[src/rtl/pipelined_adder_tree_if.sv]
// Stream interface for pipelined_adder_tree.
// Carries one beat of signed addends with valid/last/ready on the input side and the
// signed group sum with valid/ready on the output side.
//   in_addends : LENGTH signed addends of DATA_WIDTH bits
//   in_valid   : beat present
//   in_last    : beat closes an accumulation group
//   in_ready   : beat accepted when in_valid && in_ready
//   out_sum    : signed group sum, OUT_WIDTH bits
//   out_valid  : result present
//   out_ready  : consumer takes the result when out_valid && out_ready
// master: operand source plus result consumer. slave: the adder tree.
interface pipelined_adder_tree_if #(
  parameter int unsigned DATA_WIDTH = 5,
  parameter int unsigned LENGTH     = 9,
  parameter int unsigned OUT_WIDTH  = 13
);
  logic signed [DATA_WIDTH-1:0] in_addends [LENGTH];
  logic                         in_valid;
  logic                         in_last;
  logic                         in_ready;
  logic signed [OUT_WIDTH-1:0]  out_sum;
  logic                         out_valid;
  logic                         out_ready;

  modport master (
    output in_addends, in_valid, in_last, out_ready,
    input  in_ready, out_sum, out_valid
  );

  modport slave (
    input  in_addends, in_valid, in_last, out_ready,
    output in_ready, out_sum, out_valid
  );
endinterface

[src/rtl/pipelined_adder_tree.sv]
// Pipelined signed adder tree with multi-beat accumulation.
// Each accepted beat of LENGTH signed addends is reduced through LEVELS registered pairwise
// adder levels; an accumulate register then sums tree results until a beat flagged last,
// which publishes the group sum. A single global stall (result held, consumer not ready)
// freezes every register; in_ready is its inverse, so there is no skid buffer.
//   clk   : rising-edge clock
//   reset : synchronous, active-high
//   bus   : pipelined_adder_tree_if.slave (addends/valid/last/ready in, sum/valid/ready out)
// Build option: define ADDER_TREE_SATURATE_EN to clamp the accumulator and output to the
// OUT_WIDTH signed range instead of wrapping.
module pipelined_adder_tree #(
  parameter int unsigned DATA_WIDTH = 5,
  parameter int unsigned LENGTH     = 9,
  parameter int unsigned ACC_BITS   = 4
) (
  input logic                   clk,
  input logic                   reset,
  pipelined_adder_tree_if.slave bus
);
  localparam int unsigned LEVELS    = (LENGTH > 1) ? $clog2(LENGTH) : 1;
  localparam int unsigned OUT_WIDTH = DATA_WIDTH + $clog2(LENGTH) + ACC_BITS;
  // Every node is kept at the root width; level k values only ever need DATA_WIDTH+k bits,
  // so the wider arithmetic gives identical results and never overflows.
  localparam int unsigned TREE_W    = DATA_WIDTH + LEVELS;

  // Nodes present at level k (level 0 = the raw addends).
  function automatic int unsigned level_cnt(int unsigned k);
    return (LENGTH + (32'd1 << k) - 32'd1) >> k;
  endfunction

  // Index of the first level-k node in the flat node register array (k >= 1).
  function automatic int unsigned level_off(int unsigned k);
    int unsigned s;
    s = 0;
    for (int unsigned i = 1; i < k; i++) s += level_cnt(i);
    return s;
  endfunction

  localparam int unsigned NODES = level_off(LEVELS + 1);

  logic                        stall;
  logic signed [TREE_W-1:0]    leaf   [LENGTH];
  logic signed [TREE_W-1:0]    node_d [NODES];
  logic signed [TREE_W-1:0]    node_q [NODES];
  logic [LEVELS-1:0]           vld_q;
  logic [LEVELS-1:0]           last_q;
  logic signed [OUT_WIDTH-1:0] tree_ow;
  logic signed [OUT_WIDTH-1:0] acc_sum;
  logic signed [OUT_WIDTH-1:0] acc_q, acc_d;
  logic signed [OUT_WIDTH-1:0] out_sum_q, out_sum_d;
  logic                        out_valid_q, out_valid_d;

  assign stall         = out_valid_q & ~bus.out_ready;
  assign bus.in_ready  = ~stall;
  assign bus.out_valid = out_valid_q;
  assign bus.out_sum   = out_sum_q;

  for (genvar i = 0; i < LENGTH; i++) begin : g_leaf
    assign leaf[i] = {{LEVELS{bus.in_addends[i][DATA_WIDTH-1]}}, bus.in_addends[i]};
  end

  // Level k adds adjacent pairs of level k-1; an odd leftover adds zero, i.e. passes through.
  for (genvar k = 1; k <= LEVELS; k++) begin : g_lvl
    localparam int unsigned SrcCnt = level_cnt(k - 1);
    localparam int unsigned DstOff = level_off(k);
    for (genvar j = 0; j < level_cnt(k); j++) begin : g_node
      logic signed [TREE_W-1:0] lhs, rhs;
      if (k == 1) begin : g_from_leaf
        assign lhs = leaf[2*j];
        if (2*j + 1 < SrcCnt) begin : g_pair
          assign rhs = leaf[2*j+1];
        end else begin : g_odd
          assign rhs = '0;
        end
      end else begin : g_from_node
        localparam int unsigned SrcOff = level_off(k - 1);
        assign lhs = node_q[SrcOff+2*j];
        if (2*j + 1 < SrcCnt) begin : g_pair
          assign rhs = node_q[SrcOff+2*j+1];
        end else begin : g_odd
          assign rhs = '0;
        end
      end
      assign node_d[DstOff+j] = lhs + rhs;
    end
  end

  always_ff @(posedge clk) begin
    if (reset) begin
      vld_q  <= '0;
      last_q <= '0;
      for (int i = 0; i < NODES; i++) node_q[i] <= '0;
    end else if (!stall) begin
      vld_q[0]  <= bus.in_valid;
      last_q[0] <= bus.in_last;
      for (int i = 1; i < LEVELS; i++) begin
        vld_q[i]  <= vld_q[i-1];
        last_q[i] <= last_q[i-1];
      end
      for (int i = 0; i < NODES; i++) node_q[i] <= node_d[i];
    end
  end

  // Root is sign-extended (or, for LENGTH=1 with no headroom, trimmed) to the output width.
  assign tree_ow = OUT_WIDTH'(node_q[NODES-1]);

`ifdef ADDER_TREE_SATURATE_EN
  logic signed [OUT_WIDTH:0] wide_sum;
  assign wide_sum = {acc_q[OUT_WIDTH-1], acc_q} + {tree_ow[OUT_WIDTH-1], tree_ow};

  // Top two bits disagreeing means the true sum left the OUT_WIDTH range.
  always_comb begin
    acc_sum = wide_sum[OUT_WIDTH-1:0];
    if (wide_sum[OUT_WIDTH] != wide_sum[OUT_WIDTH-1]) begin
      acc_sum = wide_sum[OUT_WIDTH] ? {1'b1, {(OUT_WIDTH-1){1'b0}}}
                                    : {1'b0, {(OUT_WIDTH-1){1'b1}}};
    end
  end
`else
  assign acc_sum = acc_q + tree_ow;
`endif

  always_comb begin
    acc_d       = acc_q;
    out_sum_d   = out_sum_q;
    out_valid_d = out_valid_q;
    if (!stall) begin
      // Not stalled: any held result is consumed on this edge.
      out_valid_d = 1'b0;
      if (vld_q[LEVELS-1]) begin
        if (last_q[LEVELS-1]) begin
          out_sum_d   = acc_sum;
          out_valid_d = 1'b1;
          acc_d       = '0;
        end else begin
          acc_d = acc_sum;
        end
      end
    end
  end

  always_ff @(posedge clk) begin
    if (reset) begin
      acc_q       <= '0;
      out_sum_q   <= '0;
      out_valid_q <= 1'b0;
    end else begin
      acc_q       <= acc_d;
      out_sum_q   <= out_sum_d;
      out_valid_q <= out_valid_d;
    end
  end
endmodule
[src/flat_wrapper.sv]
// flat-port wrapper written by rule: the top's interface ports become plain ports
module pipelined_adder_tree_flat 
#(
  parameter int unsigned DATA_WIDTH = 5,
  parameter int unsigned LENGTH     = 9,
  parameter int unsigned ACC_BITS   = 4
)
  (clk, reset, bus_in_addends, bus_in_valid, bus_in_last, bus_out_ready, bus_in_ready, bus_out_sum, bus_out_valid);
  pipelined_adder_tree_if #(.DATA_WIDTH(DATA_WIDTH), .LENGTH(LENGTH)) bus_i ();
  input logic clk;
  input logic reset;
  input wire logic [$bits(bus_i.in_addends)-1:0] bus_in_addends;
  input wire logic [$bits(bus_i.in_valid)-1:0] bus_in_valid;
  input wire logic [$bits(bus_i.in_last)-1:0] bus_in_last;
  input wire logic [$bits(bus_i.out_ready)-1:0] bus_out_ready;
  output wire logic [$bits(bus_i.in_ready)-1:0] bus_in_ready;
  output wire logic [$bits(bus_i.out_sum)-1:0] bus_out_sum;
  output wire logic [$bits(bus_i.out_valid)-1:0] bus_out_valid;
  assign bus_i.in_addends = {>>{bus_in_addends}};
  assign bus_i.in_valid = bus_in_valid;
  assign bus_i.in_last = bus_in_last;
  assign bus_i.out_ready = bus_out_ready;
  assign bus_in_ready = bus_i.in_ready;
  assign bus_out_sum = bus_i.out_sum;
  assign bus_out_valid = bus_i.out_valid;
  pipelined_adder_tree #(.DATA_WIDTH(DATA_WIDTH), .LENGTH(LENGTH), .ACC_BITS(ACC_BITS)) u_core (.clk(clk), .reset(reset), .bus(bus_i));
endmodule
[config.mk]
export PLATFORM = sky130hd
export DESIGN_NAME = pipelined_adder_tree_flat
export DESIGN_NICKNAME = d
export VERILOG_FILES = /design/src/rtl/pipelined_adder_tree_if.sv /design/src/rtl/pipelined_adder_tree.sv /design/src/flat_wrapper.sv
export SDC_FILE = /design/constraint.sdc
export NUM_CORES = 1
export LEC_CHECK = 0
export CORE_MARGIN = 2
export CORE_UTILIZATION = 50
export DETAILED_ROUTE_END_ITERATION = 7
export PLACE_DENSITY = 0.7
export SLEW_MARGIN = 20
export SYNTH_ARGS = -nofsm -noshare
export SYNTH_HDL_FRONTEND = slang
export SYNTH_SLANG_ARGS = --single-unit
export TNS_END_PERCENT = 5
[constraint.sdc]
create_clock -name clk -period 4.3 [get_ports clk]
set_clock_uncertainty 0.2 [all_clocks]
set_input_delay 0.43 -clock clk [delete_from_list [all_inputs] [get_ports clk]]
set_output_delay 0.43 -clock clk [all_outputs]
set_load 0.02 [all_outputs]
==> results.cfg, run 1 <==
[outcome]
status = finished clean

[place]
post-place-ws_ns = 1.41
placed_area_sq_mm = 0.00696
portBuffers = 64
dp.cells = 768
dpl.hpwl_mm = 7.73
gp_congestion = 0.781

[clock_network]
htreeDepth = 3
postCtsSetupRepairBufs = 0
ctsResizeCount = 0
cts_buffer_depth = 2
cts_tree = yes
clkTransAtPathRegs_ns = 0.07
cts_sinks = 110
clk_latency_ns = 0.35
cts_buffers = 9
cts_root_buf = clkbuf_16
holdBufCountCts = 0

[floorplanning]
die_w_um = 115
die_area_sq_mm = 0.0132
start_util_pct = 51.4
pin_count = 65
die_h_um = 115
coreArea_sq_mm = 0.0120
placementRows = 40

[final_layout]
nNetsFinal = 751
antennaDiodeCount = 0
drive_gt1_share_pct = 4.87
fin_util_pct = 60.3
area_growth_pct = 17.4
finalInstanceArea_sq_mm = 0.00724
final_cell_count_no_fill = 784

[grt]
grt_pass1_wl_mm = 18.4
grt_antenna_before_repair = 0
grt_max_degree = 64
grt_pass1_vias = 4338
grt_usage_pct = 17.3
grt_overflow = 0

[synth]
synthFlopType = edfxtp_1
yosysSeqAreaShare_pct = 47.8
synthArstFlopShare_pct = 0
synth_area_sq_mm = 0.00617
synth_cells = 575
ys_warn_count = 0
synth_edf_count = 75
synth_cell_types = 48
synth_top_area_share_pct = 36.5
ys_ff_latch = 110
ys_top_cells_by_count = edfxtp_1, nor2_1, ha_1, a21oi_1, nand2_1
yosysMostFrequentCell = edfxtp_1
synthesis.nets = 694
syn_avg_cell_area_sq_um = 10.7
yosys.area.top_type = edfxtp_1
synth_area_leaders = edfxtp_1, ha_1, dfxtp_1

[sta]
drv_slew = 0
min_period_over_period_pct = 65.0
hold_violations = 0
setup_viol = 0
tightest_slew_ns = 0.978
fin_crit_ns = 2.79
rsz0062_at_grt = no
setup_ws_ns = 1.51
fin_setup_tns_ns = 0
hold_slack_ns = 0.255
timing.slew.headroom_pct = 34.8
max_freq_mhz = 358

[route]
drtIter0Drc = 251
firstDrtPassIters = 4
drt_wl_total_mm = 10.5
via_per_inst = 5.47
ant_nets = 0
wl_per_cell_um = 13.5
drcViolationCount = 0
dr_total_vias = 4290

[power]
ir_drop_mv = 0.231
p_comb_share_pct = 17.6
cell_internal_pwr_mw = 1.88
switching_share_pct = 24.8
p_total_mw = 2.50
power.switching_mw = 0.620
power_density_mw_per_mm2 = 345
power_frac_clock_pct = 31.6
pwr-share-seq_pct = 50.8
p_leak_nw = 3.07

[worst_setup_path]
crit_path_end_kind = flop
crit_arrival_ns = 2.70
worstSetupPathType = flop to flop
crit_chain = ha_1 > fa_1 > a21o_1 > a21oi_1 > o21bai_1 > a2111oi_0 > nor3_1 > xnor2_1 > and2_1
required_ns = 4.21
critPathBufInv = 0
r2r-start = u_core.node_q[0][54]
critical-path-top-delay-family = compound AO/OA/AOI/OAI gates
worstPathMaxFanout = 2
crit_start = u_core.node_q[0][54]
worstSetupStartpointType = flop
crit_slowest_cell = a2111oi_0
cpPeakStageDelay_ns = 0.42

[run]
maxCapViolations = 0

[worst_hold_path]
hold_class = flop to flop
min_from = u_core.last_q[0]
-- per-layer routing --
metal	GRT usage (%)	share of wire (%)	routed length [um]
met2	34.0	54	5710
met5	0	0	0
met4	6.35	2.0	210
met1	18.4	41	4310
met3	3.00	3.1	325
-- worst paths after layout --
| kind | to | slack (ns) | cells past startpoint |
|---|---|---|---|
| setup / recovery | u_core.node_q[0][80] | 1.51 | 9 |
| setup reg to reg | u_core.node_q[0][80] | 1.51 | 9 |
| hold / removal | u_core.last_q[0] | 0.26 | 2 |
| hold reg to reg | u_core.last_q[0] | 0.26 | 2 |
-- layout by cell type, fill, tap and decap left out, types with 7 or more instances in the layout --
master,instances
nand2_1,37
fa_1,9
a21oi_1,49
clkbuf_16,9
edfxtp_1,75
nor2b_1,14
xor2_1,14
ha_1,60
o21ai_0,7
and2_1,31
nor3_1,15
nor2_1,62
clkdlybuf4s50_1,63
dfxtp_1,35
a21o_1,20
nand2b_1,8
xnor2_1,24
inv_1,15
-- kinds of logic after synthesis --
kind of cell               share of synthesized area, %
and+or+nand+nor                                    17.1
adders and majority gates                          15.1
buffers and inverters                              2.31
xor gates and xnor gates                           5.39
DFF                                                47.8
muxes                                             0.162
AOI/OAI and AO/OA                                  12.1
-- layout make-up --
class	instances	area [sq um]
Multi-Input combinational cell	427	3080
Clock buffer	11	253
Inverter	15	56.3
Timing Repair Buffer	69	686
Fill cell	1013	4770
Sequential cell	110	2950
Clock inverter	5	33.8
Tap cell	147	184
-- worst reg2reg max path, cell delays in order (launching register included) --
cell and delay, ns:
edfxtp_1 0.37, ha_1 0.23, fa_1 0.41, a21o_1 0.19, a21oi_1 0.21, o21bai_1 0.11, a2111oi_0 0.42, nor3_1 0.14
xnor2_1 0.14, and2_1 0.16
-- sequential cells by signal (all words and copies together) (netlist names) --
signal,count
u_core.vld_q,4
u_core.node_q,75
u_core.acc_q,13
u_core.bus.out_valid,1
u_core.last_q,4
u_core.bus.out_sum,13
-- power by group through the flow --
| stage | sequential [mW] | combinational, mW | clock (mW) |
|---|---|---|---|
| 5_1_grt | 1.28 | 0.506 | 0.844 |
| 2_1_floorplan | 1.28 | 0.326 | 0 |
| 3_3_place_gp | 1.29 | 0.426 | 0 |
| 4_1_cts | 1.27 | 0.445 | 0.804 |
| 6_report | 1.27 | 0.440 | 0.790 |
| 3_5_place_dp | 1.29 | 0.441 | 0 |
No activity file was read; power rests on OpenSTA's default activity.
==> inputs of run 2 (changes only) <==
--- a/config.mk
+++ b/config.mk
@@ -8,7 +8,7 @@
 export CORE_MARGIN = 2
 export CORE_UTILIZATION = 50
 export DETAILED_ROUTE_END_ITERATION = 7
-export PLACE_DENSITY = 0.7
+export PLACE_DENSITY = 0.73
 export SLEW_MARGIN = 20
 export SYNTH_ARGS = -nofsm -noshare
 export SYNTH_HDL_FRONTEND = slang
==> constraint.sdc (replaced) <==
create_clock -name clk -period 2.4 [get_ports clk]
set_clock_uncertainty 0.2 [all_clocks]
set_input_delay 0.24 -clock clk [delete_from_list [all_inputs] [get_ports clk]]
set_output_delay 0.24 -clock clk [all_outputs]
set_load 0.02 [all_outputs]
==> run 2 against run 1 <==
Net effect:
- the flow now finishes with violations (setup timing)
- final cell count rose by 4.1%
- largest power group unchanged
- first-iteration DRC count fell by 16%
- maximum frequency rose by 11%
- wire length rose by 4.3%
- critical endpoint unchanged
- count of clock-buffer cells in the layout rose by 1
- non-clock buffer count rose by 33
- hold slack got worse by 0.16 ns
- die area did not move
==> results.cfg, run 2 (synthesized netlist as in run 1, its figures left out) <==
[sta]
tightest_slew_ns = 0.391
hold_violations = 0
rsz0062_at_grt = yes
timing.slew.headroom_pct = 74.0
drv_slew = 0
fin_setup_tns_ns = -0.357
setup_viol = 5
setup_ws_ns = -0.112
max_freq_mhz = 398
fin_crit_ns = 2.51
min_period_over_period_pct = 105

[final_layout]
seqCellArea_sq_mm = 0.00295
nFillCells = 948
nNetsFinal = 784
multiInputGateArea_sq_mm = 0.00320
largest_register_ffs = 75
mostFrequentLayoutCell = edfxtp_1
drive_gt1_share_pct = 13.2
antennaDiodeCount = 0
final_cell_mix = edfxtp_1, clkdlybuf4s50_1, nor2_1, ha_1, a21oi_1
finalInstanceArea_sq_mm = 0.00767
largest-register = u_core.node_q
area_growth_pct = 24.2

[worst_setup_path]
cpPeakStageDelay_ns = 0.38
crit_chain = ha_2 > fa_2 > a21o_1 > a21oi_2 > o21bai_2 > a2111oi_4 > nor3_1 > xnor2_1 > and2_1
worstPathMaxFanout = 2
rr_worst_depth = 9
required_ns = 2.30
crit_slowest_cell = edfxtp_1
crit_arrival_ns = 2.41
worstSetupStartpointType = flop
worstSetupPathType = flop to flop
crit_path_end_kind = flop

[clock_network]
htreeDepth = 3
clkTransAtPathRegs_ns = 0.07
holdBufCountCts = 0
clk_latency_ns = 0.35
cts_buffer_depth = 2
cts_tree = yes
cts_sinks = 110
cts_root_buf = clkbuf_16
cts_buffers = 9

[power]
ir_drop_mv = 0.386
p_comb_share_pct = 19.0
switching_share_pct = 24.3
power_density_mw_per_mm2 = 607
power_frac_clock_pct = 32.3
p_leak_nw = 3.30
cell_internal_pwr_mw = 3.53
power.switching_mw = 1.13
pwr-share-seq_pct = 48.8

[route]
drtIter0Drc = 210
wl_per_cell_um = 13.5
via_per_inst = 5.43
ant_nets = 0
dr_total_vias = 4434
drcViolationCount = 0
firstDrtPassIters = 4
drt_wl_total_mm = 11.0

[place]
gp_congestion = 0.851
portBuffers = 64
dpl.hpwl_mm = 7.93
placed_area_sq_mm = 0.00721

[floorplanning]
die_w_um = 115
pin_count = 65
die_h_um = 115
placementRows = 40
start_util_pct = 51.4
die_area_sq_mm = 0.0132
coreArea_sq_mm = 0.0120

[grt]
grt_overflow = 0
grt_pass1_wl_mm = 18.5
grt_usage_pct = 17.4
grt_max_degree = 76
grt_pass1_vias = 4401
grt_antenna_before_repair = 0

[outcome]
status = finished, violations left
violations = setup timing

[worst_hold_path]
hold_class = primary input to flop
whs_path_depth = 2

[run]
maxCapViolations = 0
==> run 2: cell count changes in the layout (fill, tap and decap cells not counted), moves of 3 or more <==
cell,delta
a21oi_1,-7
a21oi_2,+7
buf_12,+3
buf_4,+30
fa_1,-3
fa_2,+3
ha_1,-3
ha_2,+3
==> run 2: path summary, 6_finish.rpt <==
check | startpoint | endpoint | slack [ns]
worst max-delay path | u_core.node_q[0][54] | u_core.node_q[0][80] | -0.11
worst min-delay path | reset | u_core.last_q[3] | 0.1
worst max register to register | u_core.node_q[0][54] | u_core.node_q[0][80] | -0.11
worst min register to register | u_core.last_q[1] | u_core.last_q[1] | 0.25
==> run 2: through the flow <==
stage,worst slack [ns],total power [mW],util [%],hold WS [ns],std cells
final,-0.112,4.66,63.8,0.0999,816
after global routing,-0.249,4.87,63.8,0.131,816
after CTS,-0.145,4.66,63.4,0.0917,816
after detailed placement,-0.323,3.15,60.1,0.245,797
after global placement,-0.315,3.11,60.1,0.242,797
after floorplan,-0.242,2.88,-,0.180,575
==> run 2: repair_timing <==
| action | 4_1_cts | 5_1_grt |
|---|---|---|
| pin swaps | 14 | 4 |
| endpoints found under the setup margin | 10 | 18 |
| buffers inserted | 4 | 0 |
| gates resized for setup | 22 | 11 |
==> run 2: area by class of cell <==
cell class | count | share of cell area [%]
inverter | 15 | 0.734
multi-input combinational | 427 | 41.8
timing repair buffer | 102 | 12.7
sequential | 110 | 38.5
tap | 147 | 2.40
clock inverter | 3 | 0.571
clock buffer | 12 | 3.34
==> run 2: power by group through the flow <==
stage                     clock network, mW  logic [mW]  registers [mW]
after floorplan                           0       0.585            2.29
after global placement                    0       0.801            2.31
after detailed placement                  0       0.841            2.31
after CTS                              1.52       0.870            2.27
after global routing                   1.58        1.00            2.29
final                                  1.50       0.884            2.27
==> run 2: worst max-delay path: cells and delay by family, from the launching register on <==
family | cells | cell delay [ns]
compound gates | 4 | 0.78
fa+ha+maj | 2 | 0.55
flops | 1 | 0.38
simple gates | 2 | 0.24
xor+xnor | 1 | 0.13
==> run 2: routing by layer <==
metal  share of wire [%]  routed length, um  track usage, %
met1                  41               4500            19.0
met2                  53               5890            33.3
met3                 3.2                355            2.85
met4                 2.4                261            7.47
met5                   0                  0               0
